===== config.mk =====
export PLATFORM = sky130hd
export DESIGN_NAME = led_trail_pwm
export DESIGN_NICKNAME = d
export VERILOG_FILES = /design/src/rtl/led_trail_pwm_pkg.sv /design/src/rtl/led_trail_cell.sv /design/src/rtl/led_trail_pwm.sv
export SDC_FILE = /design/constraint.sdc
export NUM_CORES = 1
export LEC_CHECK = 0
export CAP_MARGIN = 20
export CELL_PAD_IN_SITES_DETAIL_PLACEMENT = 0
export CELL_PAD_IN_SITES_GLOBAL_PLACEMENT = 1
export CORE_MARGIN = 2
export CORE_UTILIZATION = 44
export DETAILED_ROUTE_END_ITERATION = 10
export GPL_ROUTABILITY_DRIVEN = 0
export HOLD_SLACK_MARGIN = 0.1
export PLACE_DENSITY_LB_ADDON = 0.2
export SYNTH_ARGS = -nofsm -noshare
export SYNTH_HDL_FRONTEND = slang
export SYNTH_SLANG_ARGS = --single-unit

===== constraint.sdc =====
create_clock -name i_clk -period 2.1 [get_ports i_clk]
set_clock_uncertainty 0.2 [all_clocks]
set_input_delay 0.21 -clock i_clk [delete_from_list [all_inputs] [get_ports i_clk]]
set_output_delay 0.21 -clock i_clk [all_outputs]
set_load 0.05 [all_outputs]

===== src/rtl/led_trail_pwm_pkg.sv =====
// Shared defaults and helpers for the LED trail PWM driver.
package led_trail_pwm_pkg;

  localparam int DEFAULT_WIDTH        = 8;
  localparam int DEFAULT_PWM_BITS     = 4;
  localparam int DEFAULT_DECAY_FRAMES = 2;
  localparam int DEFAULT_DECAY_STEP   = 4;

  // Width of the frame counter; kept at least 1 bit so DECAY_FRAMES==1 still elaborates.
  function automatic int frm_width(input int frames);
    return (frames > 1) ? $clog2(frames) : 1;
  endfunction

endpackage


===== src/rtl/led_trail_cell.sv =====
// One LED channel: brightness register, per-frame duty shadow and PWM output flop.
module led_trail_cell
  import led_trail_pwm_pkg::*;
#(
  parameter int PWM_BITS   = DEFAULT_PWM_BITS,
  parameter int DECAY_STEP = DEFAULT_DECAY_STEP
) (
  input  logic                i_clk,
  input  logic                i_reset_n,
  input  logic                i_load,
  input  logic                i_wrap,
  input  logic                i_decay,
  input  logic [PWM_BITS-1:0] i_pwm_cnt,
  output logic                o_pwm
);

  localparam logic [PWM_BITS-1:0] MAX  = {PWM_BITS{1'b1}};
  localparam logic [PWM_BITS-1:0] STEP = PWM_BITS'(DECAY_STEP);

  logic [PWM_BITS-1:0] r_b;
  logic [PWM_BITS-1:0] r_d;
  logic                r_pwm;

  // Load to full brightness, else saturating decay; latch duty at frame wrap; compare for PWM.
  always_ff @(posedge i_clk) begin
    if (!i_reset_n) begin
      r_b   <= '0;
      r_d   <= '0;
      r_pwm <= 1'b0;
    end else begin
      if (i_load) begin
        r_b <= MAX;
      end else if (i_decay) begin
        r_b <= (r_b > STEP) ? (r_b - STEP) : '0;
      end
      // Duty takes the pre-update brightness so a frame never changes mid-way.
      if (i_wrap) begin
        r_d <= r_b;
      end
      r_pwm <= (i_pwm_cnt < r_d);
    end
  end

  assign o_pwm = r_pwm;

endmodule


===== src/rtl/led_trail_pwm.sv =====
// LED trail driver: shared PWM/frame timing plus one brightness cell per LED.
module led_trail_pwm
  import led_trail_pwm_pkg::*;
#(
  parameter int WIDTH        = DEFAULT_WIDTH,
  parameter int PWM_BITS     = DEFAULT_PWM_BITS,
  parameter int DECAY_FRAMES = DEFAULT_DECAY_FRAMES,
  parameter int DECAY_STEP   = DEFAULT_DECAY_STEP
) (
  input  logic             i_clk,
  input  logic             i_reset_n,
  input  logic [WIDTH-1:0] i_led,
  output logic [WIDTH-1:0] o_pwm,
  output logic             o_frame
);

  localparam int                  FRM_W    = frm_width(DECAY_FRAMES);
  localparam logic [PWM_BITS-1:0] CNT_LAST = PWM_BITS'((2 ** PWM_BITS) - 2);
  localparam logic [FRM_W-1:0]    FRM_LAST = FRM_W'(DECAY_FRAMES - 1);

  logic [PWM_BITS-1:0] r_pwm_cnt;
  logic [FRM_W-1:0]    r_frm_cnt;
  logic                r_frame;
  logic                w_wrap;
  logic                w_decay;

  // A frame is MAX cycles: the counter runs 0..MAX-1, so the brightest duty fills every cycle.
  assign w_wrap  = (r_pwm_cnt == CNT_LAST);
  assign w_decay = w_wrap && (r_frm_cnt == FRM_LAST);

  // PWM counter, frame counter and registered frame strobe.
  always_ff @(posedge i_clk) begin
    if (!i_reset_n) begin
      r_pwm_cnt <= '0;
      r_frm_cnt <= '0;
      r_frame   <= 1'b0;
    end else begin
      r_pwm_cnt <= w_wrap ? '0 : (r_pwm_cnt + 1'b1);
      if (w_wrap) begin
        r_frm_cnt <= (r_frm_cnt == FRM_LAST) ? '0 : (r_frm_cnt + 1'b1);
      end
      r_frame <= w_wrap;
    end
  end

  assign o_frame = r_frame;

  generate
    for (genvar gi = 0; gi < WIDTH; gi++) begin : g_cell
      led_trail_cell #(
        .PWM_BITS  (PWM_BITS),
        .DECAY_STEP(DECAY_STEP)
      ) u_cell (
        .i_clk    (i_clk),
        .i_reset_n(i_reset_n),
        .i_load   (i_led[gi]),
        .i_wrap   (w_wrap),
        .i_decay  (w_decay),
        .i_pwm_cnt(r_pwm_cnt),
        .o_pwm    (o_pwm[gi])
      );
    end
  endgenerate

endmodule


==> insert_results.sql, run 1 <==
INSERT INTO impl_metrics (metric_group, metric, value, unit) VALUES
('routing', 'wl_per_cell', '13.0', 'µm'),
('finish', 'total_inserted_antenna_cells', '0', ''),
('routing', 'dr.pass1.iters', '4', ''),
('place', 'dp_hpwl', '3610', 'µm'),
('timing', 'fmax', '538', 'MHz'),
('timing', 'finalMaxSlewViolations', '0', ''),
('die', 'design.core.area', '5990', 'µm²'),
('clock_tree', 'clock_tree_from_tritoncts', 'built', ''),
('die', 'design.die.area', '6930', 'µm²'),
('power', 'leakagePower', '1.18', 'nW'),
('yosys', 'syn_nets', '351', ''),
('timing', 'grt_setup_unrepaired', 'no', ''),
('worst_setup_path', 'worst_setup_path_end_kind', 'output port', ''),
('place', 'minimum_setup_slack_after_placement', '0.456', 'ns'),
('die', 'chipWidth', '83.3', 'µm'),
('clock_tree', 'number_of_buffers_inserted_by_post_cts_setup_repair', '0', ''),
('worst_setup_path', 'required', '1.69', 'ns'),
('clock_tree', 'ctsHoldBuffers', '0', ''),
('timing', 'max-slew-margin-rel', '66.6', '%'),
('timing', 'report.final.hold_viol_count', '0', ''),
('die', 'top_level_pins', '19', ''),
('timing', 'worst_hold_slack', '0.254', 'ns'),
('global_route', 'antenna_found_initial', '0', ''),
('clock_tree', 'root_buffer', 'clkbuf_8', ''),
('worst_setup_path', 'arrival_time_of_the_worst_setup_path', '1.45', 'ns'),
('worst_setup_path', 'critical_path_class', 'flop to output port', ''),
('worst_setup_path', 'crit_family', 'buffers and inverters', ''),
('status', 'outcome', 'finished clean', ''),
('power', 'vdd_ir_drop_max', '430', 'µV'),
('timing', 'finalWorstSetupSlack', '0.240', 'ns'),
('finish', 'post_synthesis_to_final_layout_area_growth', '14.2', '%'),
('worst_setup_path', 'critical_path_buf_inv_count', '1', ''),
('timing', 'final_clock_period_utilization_by_the_worst_path', '88.6', '%'),
('global_route', 'vias_in_the_first_global_route', '1975', ''),
('timing', 'timing.final.setup_violations', '0', ''),
('power', 'power_density', '757', 'nW/µm²'),
('finish', 'layout-drive-gt1-share', '8.82', '%'),
('worst_setup_path', 'cp-start-kind', 'flop', ''),
('yosys', 'syn_inst', '315', ''),
('global_route', 'gr-total-overflow', '0', ''),
('yosys', 'synth_area_per_cell', '8.77', 'µm²'),
('die', 'number_of_core_rows', '28', ''),
('clock_tree', 'cts_repair_resize_count', '0', ''),
('timing', 'max_slew.worst_pin.slew', '0.500', 'ns'),
('die', 'die_height', '83.3', 'µm'),
('worst_setup_path', 'crit_path_max_incr_delay', '0.79', 'ns'),
('routing', 'final_wirelength', '5410', 'µm'),
('global_route', 'grt_pass1_wl', '9270', 'µm'),
('yosys', 'count_of_warnings_emitted_by_yosys', '0', ''),
('routing', 'drt_first_iter_violations', '72', ''),
('clock_tree', 'cts_sinks', '62', ''),
('worst_setup_path', 'critPathMaxFanout', '1', ''),
('global_route', 'grt_start_max_net_pins', '27', ''),
('global_route', 'globalRouteTotalUtil', '17.1', '%'),
('clock_tree', 'cts_made_buffers', '9', ''),
('place', 'io_buffer_count', '18', ''),
('finish', 'finish.cell_count_without_fillers', '415', ''),
('die', 'start_util', '46.1', '%'),
('clock_tree', 'clk-insertion-delay-late', '0.34', 'ns'),
('clock_tree', 'worst_case_clock_buffer_depth', '2', ''),
('finish', 'final_core_util', '52.7', '%'),
('routing', 'drc_errors', '0', ''),
('routing', 'routed_via_density', '5.07', ''),
('worst_setup_path', 'critical_path.slowest_cell', 'clkdlybuf4s50_1', ''),
('routing', 'num_vias', '2103', ''),
('timing', 'time_the_final_worst_path_needs_with_i_o_delays_and_setup', '1.86', 'ns'),
('hold_path', 'min_path_type', 'flop to flop', ''),
('run', 'maxCapViolCount', '0', ''),
('yosys', 'post_synth_instance_area', '2760', 'µm²'),
('routing', 'antenna_left', '0', ''),
('worst_setup_path', 'crit_path_cell_trace', 'clkdlybuf4s50_1', ''),
('yosys', 'synth.yosys.seq_area_share', '44.9', '%'),
('yosys', 'synth.distinct_cells', '26', ''),
('clock_tree', 'htree_levels', '3', ''),
('finish', 'fillerInstances', '586', ''),
('timing', 'fin_tns_setup', '0', 'ns'),
('yosys', 'ys_seq_elements', '62', ''),
('clock_tree', 'clk_pin_slew_worst_paths', '0.07', 'ns'),
('finish', 'finalNetCount', '372', ''),
('place', 'dp.cells', '400', '');
-- per-stage QoR --
stage	power (mW)	area, µm²
final	2.39	3160
after global routing	2.51	3160
after CTS	2.43	3160
after detailed placement	1.57	3010
after global placement	1.57	3010
after floorplan	1.48	2760
-- per-layer routing --
layer / track usage [%] / vias to the layer above / routed length, µm
met1: 21.5 / 966 / 2670
li1: - / 1100 / -
met5: 0 / - / 0
met4: 9.54 / 0 / 133
met3: 4.37 / 11 / 158
met2: 26.8 / 26 / 2450
-- cells in the mapped netlist, drive strengths merged --
master | instances | share of area (%)
dfxtp | 62 | 45
o21ai | 48 | 8.7
nand2 | 41 | 5.8
ha | 26 | 12
inv | 25 | 3.4
a21oi | 24 | 4.9
buf | 16 | 4.7
nand2b | 16 | 3.6
nor2 | 12 | 1.6
a21o | 8 | 2.2
a31oi | 8 | 1.8
nand3b | 8 | 2.2
nor3 | 8 | 1.4
clkbuf | 4 | 0.54
and4 | 2 | 0.63
nand3 | 2 | 0.36
xnor2 | 2 | 0.63
and2 | 1 | 0.23
nand4 | 1 | 0.23
xor2 | 1 | 0.32
-- layout make-up --
type / count / area [µm²] / area share (%)
inverter: 25 / 93.8 / 2.97
sequential: 62 / 1240 / 39.3
timing repair buffer: 30 / 295 / 9.35
multi-input combinational: 208 / 1280 / 40.7
clock inverter: 2 / 10.0 / 0.317
clock buffer: 13 / 139 / 4.40
tap: 75 / 93.8 / 2.97
-- path summary, 6_finish.rpt --
check                                        startpoint                       to  slack (ns)  cells past startpoint
worst min-delay path            g_cell[1].u_cell.r_b[0]  g_cell[1].u_cell.r_d[1]        0.25                      2
worst max-delay path                            o_frame                  o_frame        0.24                      1
worst min register to register  g_cell[1].u_cell.r_b[0]  g_cell[1].u_cell.r_d[1]        0.25                      2
worst max register to register             r_pwm_cnt[3]   g_cell[3].u_cell.o_pwm        0.50                      5
-- flip-flops by register name (all words and copies together) (netlist names) --
name / cells
r_pwm_cnt: 4
g_cell.u_cell.o_pwm: 8
o_frame: 1
g_cell.u_cell.r_d: 24
g_cell.u_cell.r_b: 24
r_frm_cnt: 1
-- worst register-to-register path, stage by stage (launching register included) --
cell and delay, ns:
dfxtp_1 0.49, buf_4 0.24, ha_1 0.26, nand2_1 0.07, nand3b_1 0.07, a31oi_1 0.18
-- where the power goes --
group	switching, mW	total, mW	leakage (nW)	internal (mW)
Sequential	0.0350	1.26	0.509	1.23
Clock	0.429	0.848	0.0773	0.419
Combinational	0.159	0.279	0.594	0.119
Total	0.623	2.39	1.18	1.77
-- kinds of logic (layout without fill, tap and decap cells) --
| logic type | Yosys count | after routing | share of synthesized area [%] |
|---|---|---|---|
| and+or+nand+nor | 91 | 91 | 16.2 |
| xor gates and xnor gates | 3 | 3 | 0.951 |
| AOI/OAI and AO/OA | 88 | 88 | 17.6 |
| buffers and inverters | 45 | 70 | 8.65 |
| adders and majority gates | 26 | 26 | 11.8 |
| DFF | 62 | 62 | 44.9 |
-- placed cells by master (no fill, tap or decap), types with 3 or more instances in the layout --
cell and n:
a21oi_2 4, nand2_1 38, o21ai_0 46, dfxtp_1 62
nand2b_1 16, nor3_1 8, nand2_2 3, a31oi_1 8
nor2_1 12, nand3b_1 8, a21oi_1 20, inv_1 25
buf_4 10, ha_1 26, clkdlybuf4s50_1 18, a21o_1 8
clkbuf_8 9, clkbuf_1 4
Note: power is estimated with default switching activity, not from simulation.
==> inputs of run 2 (changes only) <==
--- a/config.mk
+++ b/config.mk
@@ -10,6 +10,7 @@
 export CELL_PAD_IN_SITES_GLOBAL_PLACEMENT = 1
 export CORE_MARGIN = 2
 export CORE_UTILIZATION = 44
+export CTS_CLUSTER_DIAMETER = 30
 export DETAILED_ROUTE_END_ITERATION = 10
 export GPL_ROUTABILITY_DRIVEN = 0
 export HOLD_SLACK_MARGIN = 0.1
==> results of run 2 <==
The final DEF is identical to that of run 1; final timing and power are the same.
==> inputs of run 3 (changes only) <==
--- a/config.mk
+++ b/config.mk
@@ -15,6 +15,8 @@
 export GPL_ROUTABILITY_DRIVEN = 0
 export HOLD_SLACK_MARGIN = 0.1
 export PLACE_DENSITY_LB_ADDON = 0.2
+export REMOVE_ABC_BUFFERS = 1
+export SLEW_MARGIN = 20
 export SYNTH_ARGS = -nofsm -noshare
 export SYNTH_HDL_FRONTEND = slang
 export SYNTH_SLANG_ARGS = --single-unit
==> run 3 against run 2 <==
Effect of this change: via count increased by 0.24%; global-route usage down 0.43 points; total power is 8.6% higher; critical path depth stayed put; fmax barely moved; worst setup slack better by 0.0014 ns; sequential power hardly changed; sequential share of layout area down 0.42 points; cell count increased by 0.48%; count of clock-buffer cells in the layout decreased by 1; hold slack better by 0.00053 ns; largest cell class unchanged.
==> insert_results.sql, run 3 (same netlist as run 1, synthesis figures left out) <==
INSERT INTO impl_metrics (metric_group, metric, value, unit) VALUES
('clock_tree', 'clk-insertion-delay-late', '0.33', 'ns'),
('die', 'number_of_core_rows', '28', ''),
('routing', 'final_wirelength', '5440', 'µm'),
('routing', 'dr.pass1.iters', '4', ''),
('timing', 'fmax', '538', 'MHz'),
('clock_tree', 'clock_tree_from_tritoncts', 'built', ''),
('clock_tree', 'worst_case_clock_buffer_depth', '2', ''),
('worst_setup_path', 'critical_path_class', 'flop to output port', ''),
('die', 'die_height', '83.3', 'µm'),
('clock_tree', 'cts_repair_resize_count', '0', ''),
('clock_tree', 'number_of_buffers_inserted_by_post_cts_setup_repair', '0', ''),
('status', 'outcome', 'finished clean', ''),
('power', 'post-layout-total-power', '2.60', 'mW'),
('global_route', 'grt_start_max_net_pins', '26', ''),
('timing', 'max-slew-margin-rel', '65.4', '%'),
('worst_setup_path', 'critical_path_buf_inv_count', '1', ''),
('routing', 'num_vias', '2108', ''),
('die', 'chipWidth', '83.3', 'µm'),
('clock_tree', 'cts_sinks', '62', ''),
('clock_tree', 'ctsHoldBuffers', '0', ''),
('timing', 'grt_setup_unrepaired', 'no', ''),
('power', 'power_density', '814', 'nW/µm²'),
('die', 'top_level_pins', '19', ''),
('worst_setup_path', 'worst_setup_path_end_kind', 'output port', ''),
('power', 'leakagePower', '1.21', 'nW'),
('timing', 'report.final.hold_viol_count', '0', ''),
('global_route', 'grt_pass1_wl', '9330', 'µm'),
('worst_setup_path', 'crit_path_max_incr_delay', '0.79', 'ns'),
('routing', 'antenna_left', '0', ''),
('routing', 'drt_first_iter_violations', '165', ''),
('worst_setup_path', 'critical_path.slowest_cell', 'clkdlybuf4s50_1', ''),
('die', 'start_util', '46.1', '%'),
('worst_setup_path', 'critPathMaxFanout', '1', ''),
('hold_path', 'min_path_type', 'flop to flop', ''),
('clock_tree', 'clk_pin_slew_worst_paths', '0.07', 'ns'),
('finish', 'finalNetCount', '373', ''),
('finish', 'final_cell_mix', 'dfxtp_1, o21ai_0, nand2_1', ''),
('worst_setup_path', 'required', '1.69', 'ns'),
('clock_tree', 'root_buffer', 'clkbuf_8', ''),
('global_route', 'gr-total-overflow', '0', ''),
('global_route', 'vias_in_the_first_global_route', '2011', ''),
('global_route', 'globalRouteTotalUtil', '16.7', '%'),
('place', 'dp_hpwl', '3600', 'µm'),
('routing', 'routed_via_density', '5.06', ''),
('routing', 'wl_per_cell', '13.0', 'µm'),
('timing', 'time_the_final_worst_path_needs_with_i_o_delays_and_setup', '1.86', 'ns'),
('power', 'vdd_ir_drop_max', '579', 'µV'),
('die', 'design.die.area', '6930', 'µm²'),
('routing', 'drc_errors', '0', ''),
('die', 'design.core.area', '5990', 'µm²'),
('clock_tree', 'htree_levels', '3', ''),
('worst_setup_path', 'cp-start-kind', 'flop', ''),
('global_route', 'antenna_found_initial', '0', ''),
('finish', 'final_common_cell', 'dfxtp_1', ''),
('worst_setup_path', 'arrival_time_of_the_worst_setup_path', '1.45', 'ns'),
('worst_setup_path', 'crit_family', 'buffers and inverters', ''),
('timing', 'final_clock_period_utilization_by_the_worst_path', '88.5', '%'),
('worst_setup_path', 'crit_path_cell_trace', 'clkdlybuf4s50_1', ''),
('place', 'io_buffer_count', '18', ''),
('finish', 'layout-drive-gt1-share', '10.2', '%'),
('finish', 'post_synthesis_to_final_layout_area_growth', '15.4', '%'),
('timing', 'fin_tns_setup', '0', 'ns'),
('finish', 'total_inserted_antenna_cells', '0', ''),
('run', 'maxCapViolCount', '0', ''),
('timing', 'max_slew.worst_pin.slew', '0.517', 'ns'),
('clock_tree', 'cts_made_buffers', '9', ''),
('timing', 'timing.final.setup_violations', '0', ''),
('timing', 'finalMaxSlewViolations', '0', '');
run 3: cell count changes in the layout (fill, tap and decap cells not counted):
cell | before | now
buf_12 | 2 | 0
buf_4 | 10 | 13
bufinv_16 | 0 | 1
clkbuf_1 | 4 | 1
clkbuf_8 | 9 | 11
clkinv_2 | 2 | 3
run 3: final timing paths:
| check | from | endpoint | slack, ns | cells after the start |
|---|---|---|---|---|
| hold reg to reg | g_cell[6].u_cell.r_b[0] | g_cell[6].u_cell.r_d[1] | 0.25 | 2 |
| setup / recovery | g_cell[1].u_cell.o_pwm | o_pwm[1] | 0.24 | 1 |
| hold / removal | g_cell[6].u_cell.r_b[0] | g_cell[6].u_cell.r_d[1] | 0.25 | 2 |
| setup reg to reg | r_pwm_cnt[0] | g_cell[1].u_cell.r_d[1] | 0.57 | 6 |
run 3: stage by stage:
stage	cells	util (%)	setup slack, ns	cell area (µm²)	hold slack [ns]
2_1_floorplan	295	-	0.247	2620	0.132
3_3_place_gp	401	49.9	0.477	2990	0.233
3_5_place_dp	401	49.9	0.434	2990	0.239
4_1_cts	417	53.3	0.220	3190	0.260
5_1_grt	417	53.3	0.193	3190	0.287
6_report	417	53.3	0.241	3190	0.255
run 3: layer usage:
layer,vias to the layer above,part of all wire [%],global-route usage [%]
li1,1100,-,-
met1,980,51,21.6
met2,23,43,26.5
met3,5,4.0,5.77
met4,0,1.1,4.47
met5,-,0,0
run 3: area by class of cell:
type                            instances  area (µm²)
Fill cell                             548        2800
Multi-Input combinational cell        208        1280
Sequential cell                        62        1240
Timing Repair Buffer                   31         278
Clock buffer                           12         155
Inverter                               25        93.8
Tap cell                               75        93.8
Clock inverter                          4        45.0
run 3: power breakdown:
part	switching (mW)	internal [mW]	total [mW]
sequential	0.0344	1.23	1.26
clock	0.448	0.607	1.06
combinational	0.161	0.118	0.279
total	0.643	1.95	2.60
==> edit 1, RTL diff (config.mk and constraints of run 1) <==
Reset style: asynchronous (`i_reset_n`), changed in 2 clocked blocks.
--- a/src/rtl/led_trail_cell.sv
+++ b/src/rtl/led_trail_cell.sv
@@ -24,3 +24,3 @@
   // Load to full brightness, else saturating decay; latch duty at frame wrap; compare for PWM.
-  always_ff @(posedge i_clk) begin
+  always_ff @(posedge i_clk or negedge i_reset_n) begin
     if (!i_reset_n) begin
--- a/src/rtl/led_trail_pwm.sv
+++ b/src/rtl/led_trail_pwm.sv
@@ -31,3 +31,3 @@
   // PWM counter, frame counter and registered frame strobe.
-  always_ff @(posedge i_clk) begin
+  always_ff @(posedge i_clk or negedge i_reset_n) begin
     if (!i_reset_n) begin
Formal check against the unedited RTL: same outputs for any inputs over 10 cycles, from zero or initial values and one cycle with i_reset_n low; that may be too few to reach the edited logic, so the function may still have changed.
==> edit 1 against run 1 <==
- the flow now finishes with violations (design-rule violations)
- sequential cell count did not move
- sequential share of layout area is 6.5 points higher
- area after synthesis rose by 6.6%
- routed wire length increased by 7.6%
- non-clock buffer count down 2
- utilization hardly changed
- final area up 7.2%
- global-route usage grew 1.4 points
- setup slack better by 0.00091 ns
- die area increased by 6.3%
Power is not compared: it rests on default switching activity, and its combinational part moved more than twofold at a synthesized area within 25%.
==> edit 1: results (changes against run 1) <==
* Met3 GRT Util at 3.18% (-1.2 points)
* # DRC at 2 (+2)
* # fillers at 616 (+5.1%)
* Share of cells above drive strength 1 at 8.59% (-0.23 points)
* Post-synthesis mux area share at 0.382% (+0.38 points)
* Post-synthesis cell type count at 22 (-15%)
* Layout Nets at 357 (-4.0%)
* R2R Setup Slk at 0.55 ns (+0.05 ns)
* Filler-free cell count of the finished design at 403 (-2.9%)
* Hold Worst Slack at 0.227 ns (-0.0274 ns)
* Setup WS pre-CTS at 0.576 ns (+0.120 ns)
* Synth Flop Type: dfrtp_1
* Achievable clock frequency at 0.538 GHz (about the same)
* HPWL Detailed at 3860 um (+6.8%)
* Worst R2R End: g_cell[4].u_cell.r_b[0]$_DFFE_PN0P_
* Cells after synthesis at 299 (-5.1%)
* Status: finished with violations
* Synth cell count leaders: dfrtp_1, nand2_1, a21oi_1, o21ai_0, inv_1
* Routed WL at 5820 um (+7.6%)
* Met2 Use GR at 26.3% (-0.41 points)
* Synth Area in XOR/XNOR at 0.297% (-0.65 points)
* Post-Syn Nets at 333 (-5.1%)
* Violated checks: design-rule violations
* Largest net degree at the start of global routing at 32 (+19%)
* Dominant cells by area after synthesis: dfrtp_1, ha_1, a21oi_1, nand2_1, o21ai_0
* Register area share after synthesis at 52.7% (+7.7 points)
* Met1 usage at 27.9% (+6.4 points)
* Register area at 0.00155 mm^2 (+25%)
* Global-route wire length before repair at 10400 um (+12%)
* All-Layer GR Usage at 18.6% (+1.4 points)
* Slew HR at 58.4% (-8.2 points)
* Fraction of registers with async set/reset at 100% (+100 points)
* Drt first pass iters at 7 (+3)
* Hold Crit Class: input port to async pin
* Adder-Cell Fraction of Synth Area at 10.2% (-1.6 points)
* Dpl cells at 388 (-3.0%)
* R2R cell count at 3 (-2)
* Hold_buf cts at 1 (+1)
==> edit 1: cell count changes in the layout (fill, tap and decap cells not counted), sizes merged, moves of 9 or more <==
cell   delta
o21ai    -21
a21oi     +9
nor2     +13
dfrtp    +62
dfxtp    -62
==> edit 1: cell type report <==
class,instances,area share (%)
sequential,62,45.8
multi-input combinational,196,35.3
timing repair buffer,28,7.84
clock buffer,13,4.99
inverter,26,3.03
tap,77,2.85
clock inverter,1,0.148
==> edit 1: worst max-delay path by stage <==
stage / start / to
after global routing: g_cell[7].u_cell.o_pwm$_DFF_PN0_ / o_pwm[7]
after CTS: g_cell[3].u_cell.o_pwm$_DFF_PN0_ / o_pwm[3]
final: g_cell[3].u_cell.o_pwm$_DFF_PN0_ / o_pwm[3]
after detailed placement: r_frm_cnt$_DFFE_PN0N_ / g_cell[5].u_cell.r_b[0]$_DFFE_PN0P_
after global placement: g_cell[4].u_cell.o_pwm$_DFF_PN0_ / o_pwm[4]
after floorplan: r_pwm_cnt[2]$_DFF_PN0_ / g_cell[0].u_cell.r_b[2]$_DFFE_PN0P_
==> edit 1: metal layers <==
metal	vias up	share of wire, %
li1	1045	-
met1	999	53
met2	24	43
met3	9	2.5
met4	0	1.6
met5	-	0
==> edit 1: kinds of logic (layout without fill, tap and decap cells) <==
kind of cell / after synthesis / in the layout
xor gates and xnor gates: 1 / 1
AOI/OAI and AO/OA: 77 / 77
muxes: 1 / 1
DFF: 62 / 62
and+or+nand+nor: 93 / 93
adders and majority gates: 24 / 24
buffers and inverters: 41 / 68
==> edit 1: power by group <==
group	internal, mW	total [mW]	switching [mW]
clock	0.511	0.945	0.433
combinational	0.0205	0.0566	0.0361
sequential	1.19	1.19	0.00000215
total	1.73	2.20	0.470
==> edit 2, RTL diff (flow settings as in run 1) <==
Without the edit above. Change the package constant `DEFAULT_PWM_BITS` from 4 to 3.
--- a/src/rtl/led_trail_pwm_pkg.sv
+++ b/src/rtl/led_trail_pwm_pkg.sv
@@ -4,3 +4,3 @@
   localparam int DEFAULT_WIDTH        = 8;
-  localparam int DEFAULT_PWM_BITS     = 4;
+  localparam int DEFAULT_PWM_BITS     = 3;
   localparam int DEFAULT_DECAY_FRAMES = 2;
Behaviour: not the same (Yosys sat finds a counterexample within 10 cycles, from zero or initial values and one cycle with i_reset_n low).
==> edit 2 against run 1 <==
- clock power is 41% lower
- routed wire length is 37% lower
- total power decreased by 30%
- setup slack better by 0.032 ns
- sequential cell count fell by 17
- area after synthesis shrank 29%
- final area is 30% lower
- register-to-register slack got worse by 0.11 ns
- fmax increased by 1.7%
- critical path type unchanged
- largest cell class is now registers
- largest power group unchanged
- highest routed layer unchanged
==> edit 2: results (changes against run 1) <==
* Status: complete, no violations
* Slew HR at 57.6% (-9.0 points)
* Layout Nets at 251 (-33%)
* CP top delay family: buffers and inverters
* CORE AREA at 0.00432 mm^2 (-28%)
* Reg clk slew, reported paths at 0.08 ns
* Post-Syn Nets at 237 (-32%)
* HPWL Detailed at 2300 um (-36%)
* Drt first pass iters at 6 (+2)
* # clk buffers at 6 (-7)
* Clock-cell share at 3.76% (-0.95 points)
* Seq Cell Count at 45 (-27%)
* CP Max Fanout at 1 (unchanged)
* Ant diodes at 0 (unchanged)
* #MultiIn Comb at 132 (-37%)
* Clk root buf: clkbuf_8
* Worst IR drop on VDD at 369 uV (-14%)
* Initial DRC count at 51 (-29%)
* Share of cells above drive strength 1 at 10.7% (+1.9 points)
* Skew-Pair Late Insertion Delay at 0.29 ns (-0.05 ns)
* Routed WL at 3390 um (-37%)
* Seq/total area at 41.0% (+1.7 points)
* Synthesis Warnings at 0 (unchanged)
* Global-route wire length before repair at 5790 um (-38%)
* Post-DP Area at 0.00211 mm^2 (-30%)
* Internal power at 1.24 mW (-30%)
* Htree depth at 2 (-1)
* Register area share after synthesis at 46.2% (+1.2 points)
* # fillers at 417 (-29%)
* CTS buffer count at 5 (-4)
* Top Metal Used: met4
* Initial antenna violation count at 0 (unchanged)
* Multi-input combinational area share at 39.7% (-0.93 points)
* Hold Crit Class: flop to flop
* Buffering overhead at 9.58% (+0.22 points)
* Crit-path slowest cell: clkdlybuf4s50_1
* Dominant cells by area after synthesis: dfxtp_1, ha_1, a21oi_1, o21ai_2, o21ai_0
* Plain + repair buffers at 22 (-27%)
* Largest net degree at the start of global routing at 27 (unchanged)
* Number of gates resized after CTS at 0 (unchanged)
* Worst setup startpoint: o_frame$_SDFF_PN0_
* Synth cell count leaders: dfxtp_1, ha_1, inv_1, a21oi_1
* Leakage at 0.867 nW (-27%)
* Clock Path Buffers at 2 (unchanged)
* Synth Flop Type: dfxtp_1
* All-Layer GR Usage at 14.7% (-2.4 points)
* Post-synthesis cell type count at 23 (-12%)
* Routed wl met3 at 93 um (-41%)
* Metal1 wirelength at 1640 um (-38%)
* Met2 Use GR at 25.7% (-1.1 points)
* Non-CTS inverters at 17 (-32%)
* I/O Buffers at 18 (unchanged)
* Critical R2R Launch: r_pwm_cnt[0]$_SDFF_PP0_
* Beginning of the worst hold path: g_cell[0].u_cell.r_b[0]$_SDFFE_PN0P_
* Met3 GRT Util at 3.42% (-0.95 points)
* CP peak stage delay at about 0.8 ns
* Met1 usage at 17.7% (-3.8 points)
* Via count at 1345 (-36%)
* Fraction of registers with async set/reset at 0% (unchanged)
* Met2 wire length at 1600 um (-35%)
==> edit 2: cell types whose count changed in the layout (fill, tap and decap cells not counted), moves of 5 or more <==
cell / delta
o21ai_0: -31
nand2_1: -23
dfxtp_1: -17
o21ai_2: +9
a31oi_1: -8
ha_1: -8
inv_1: -8
nand3b_1: -8
nor2b_1: +8
buf_4: -6
nand2b_1: -5
or2b_1: +5
==> edit 2: stage by stage <==
stage / std cells / power [mW] / utilization (%) / setup slack, ns
floorplan: 209 / 1.12 / - / 0.452
global placement: 268 / 1.18 / 48.8 / 0.315
detailed placement: 268 / 1.19 / 48.8 / 0.246
CTS: 276 / 1.69 / 50.8 / 0.260
global route: 276 / 1.75 / 50.8 / 0.204
finish: 276 / 1.67 / 50.8 / 0.272
==> edit 2: power groups by stage <==
stage          Sequential (mW)  Clock (mW)  Combinational [mW]
2_1_floorplan            0.941           0               0.179
3_3_place_gp             0.940           0               0.244
3_5_place_dp             0.941           0               0.250
4_1_cts                  0.921       0.519               0.251
5_1_grt                  0.926       0.553               0.271
6_report                 0.921       0.501               0.247
==> edit 2: logic make-up (layout without fill, tap and decap cells) <==
group | count (synthesis) | after routing | synth area share, %
simple gates | 64 | 64 | 17.2
compound gates | 48 | 48 | 15.1
flops | 45 | 45 | 46.2
buf+inv | 32 | 47 | 9.17
fa+ha+maj | 18 | 18 | 11.5
xor+xnor | 2 | 2 | 0.898
==> edit 2: path summary, 6_finish.rpt <==
kind                                           to  cells after the start  slack [ns]
max                                       o_frame                      1        0.27
min          g_cell[0].u_cell.r_d[1]$_SDFFE_PN0N_                      2        0.26
max reg2reg  g_cell[1].u_cell.r_d[2]$_SDFFE_PN0N_                      5        0.39
min reg2reg  g_cell[0].u_cell.r_d[1]$_SDFFE_PN0N_                      2        0.26
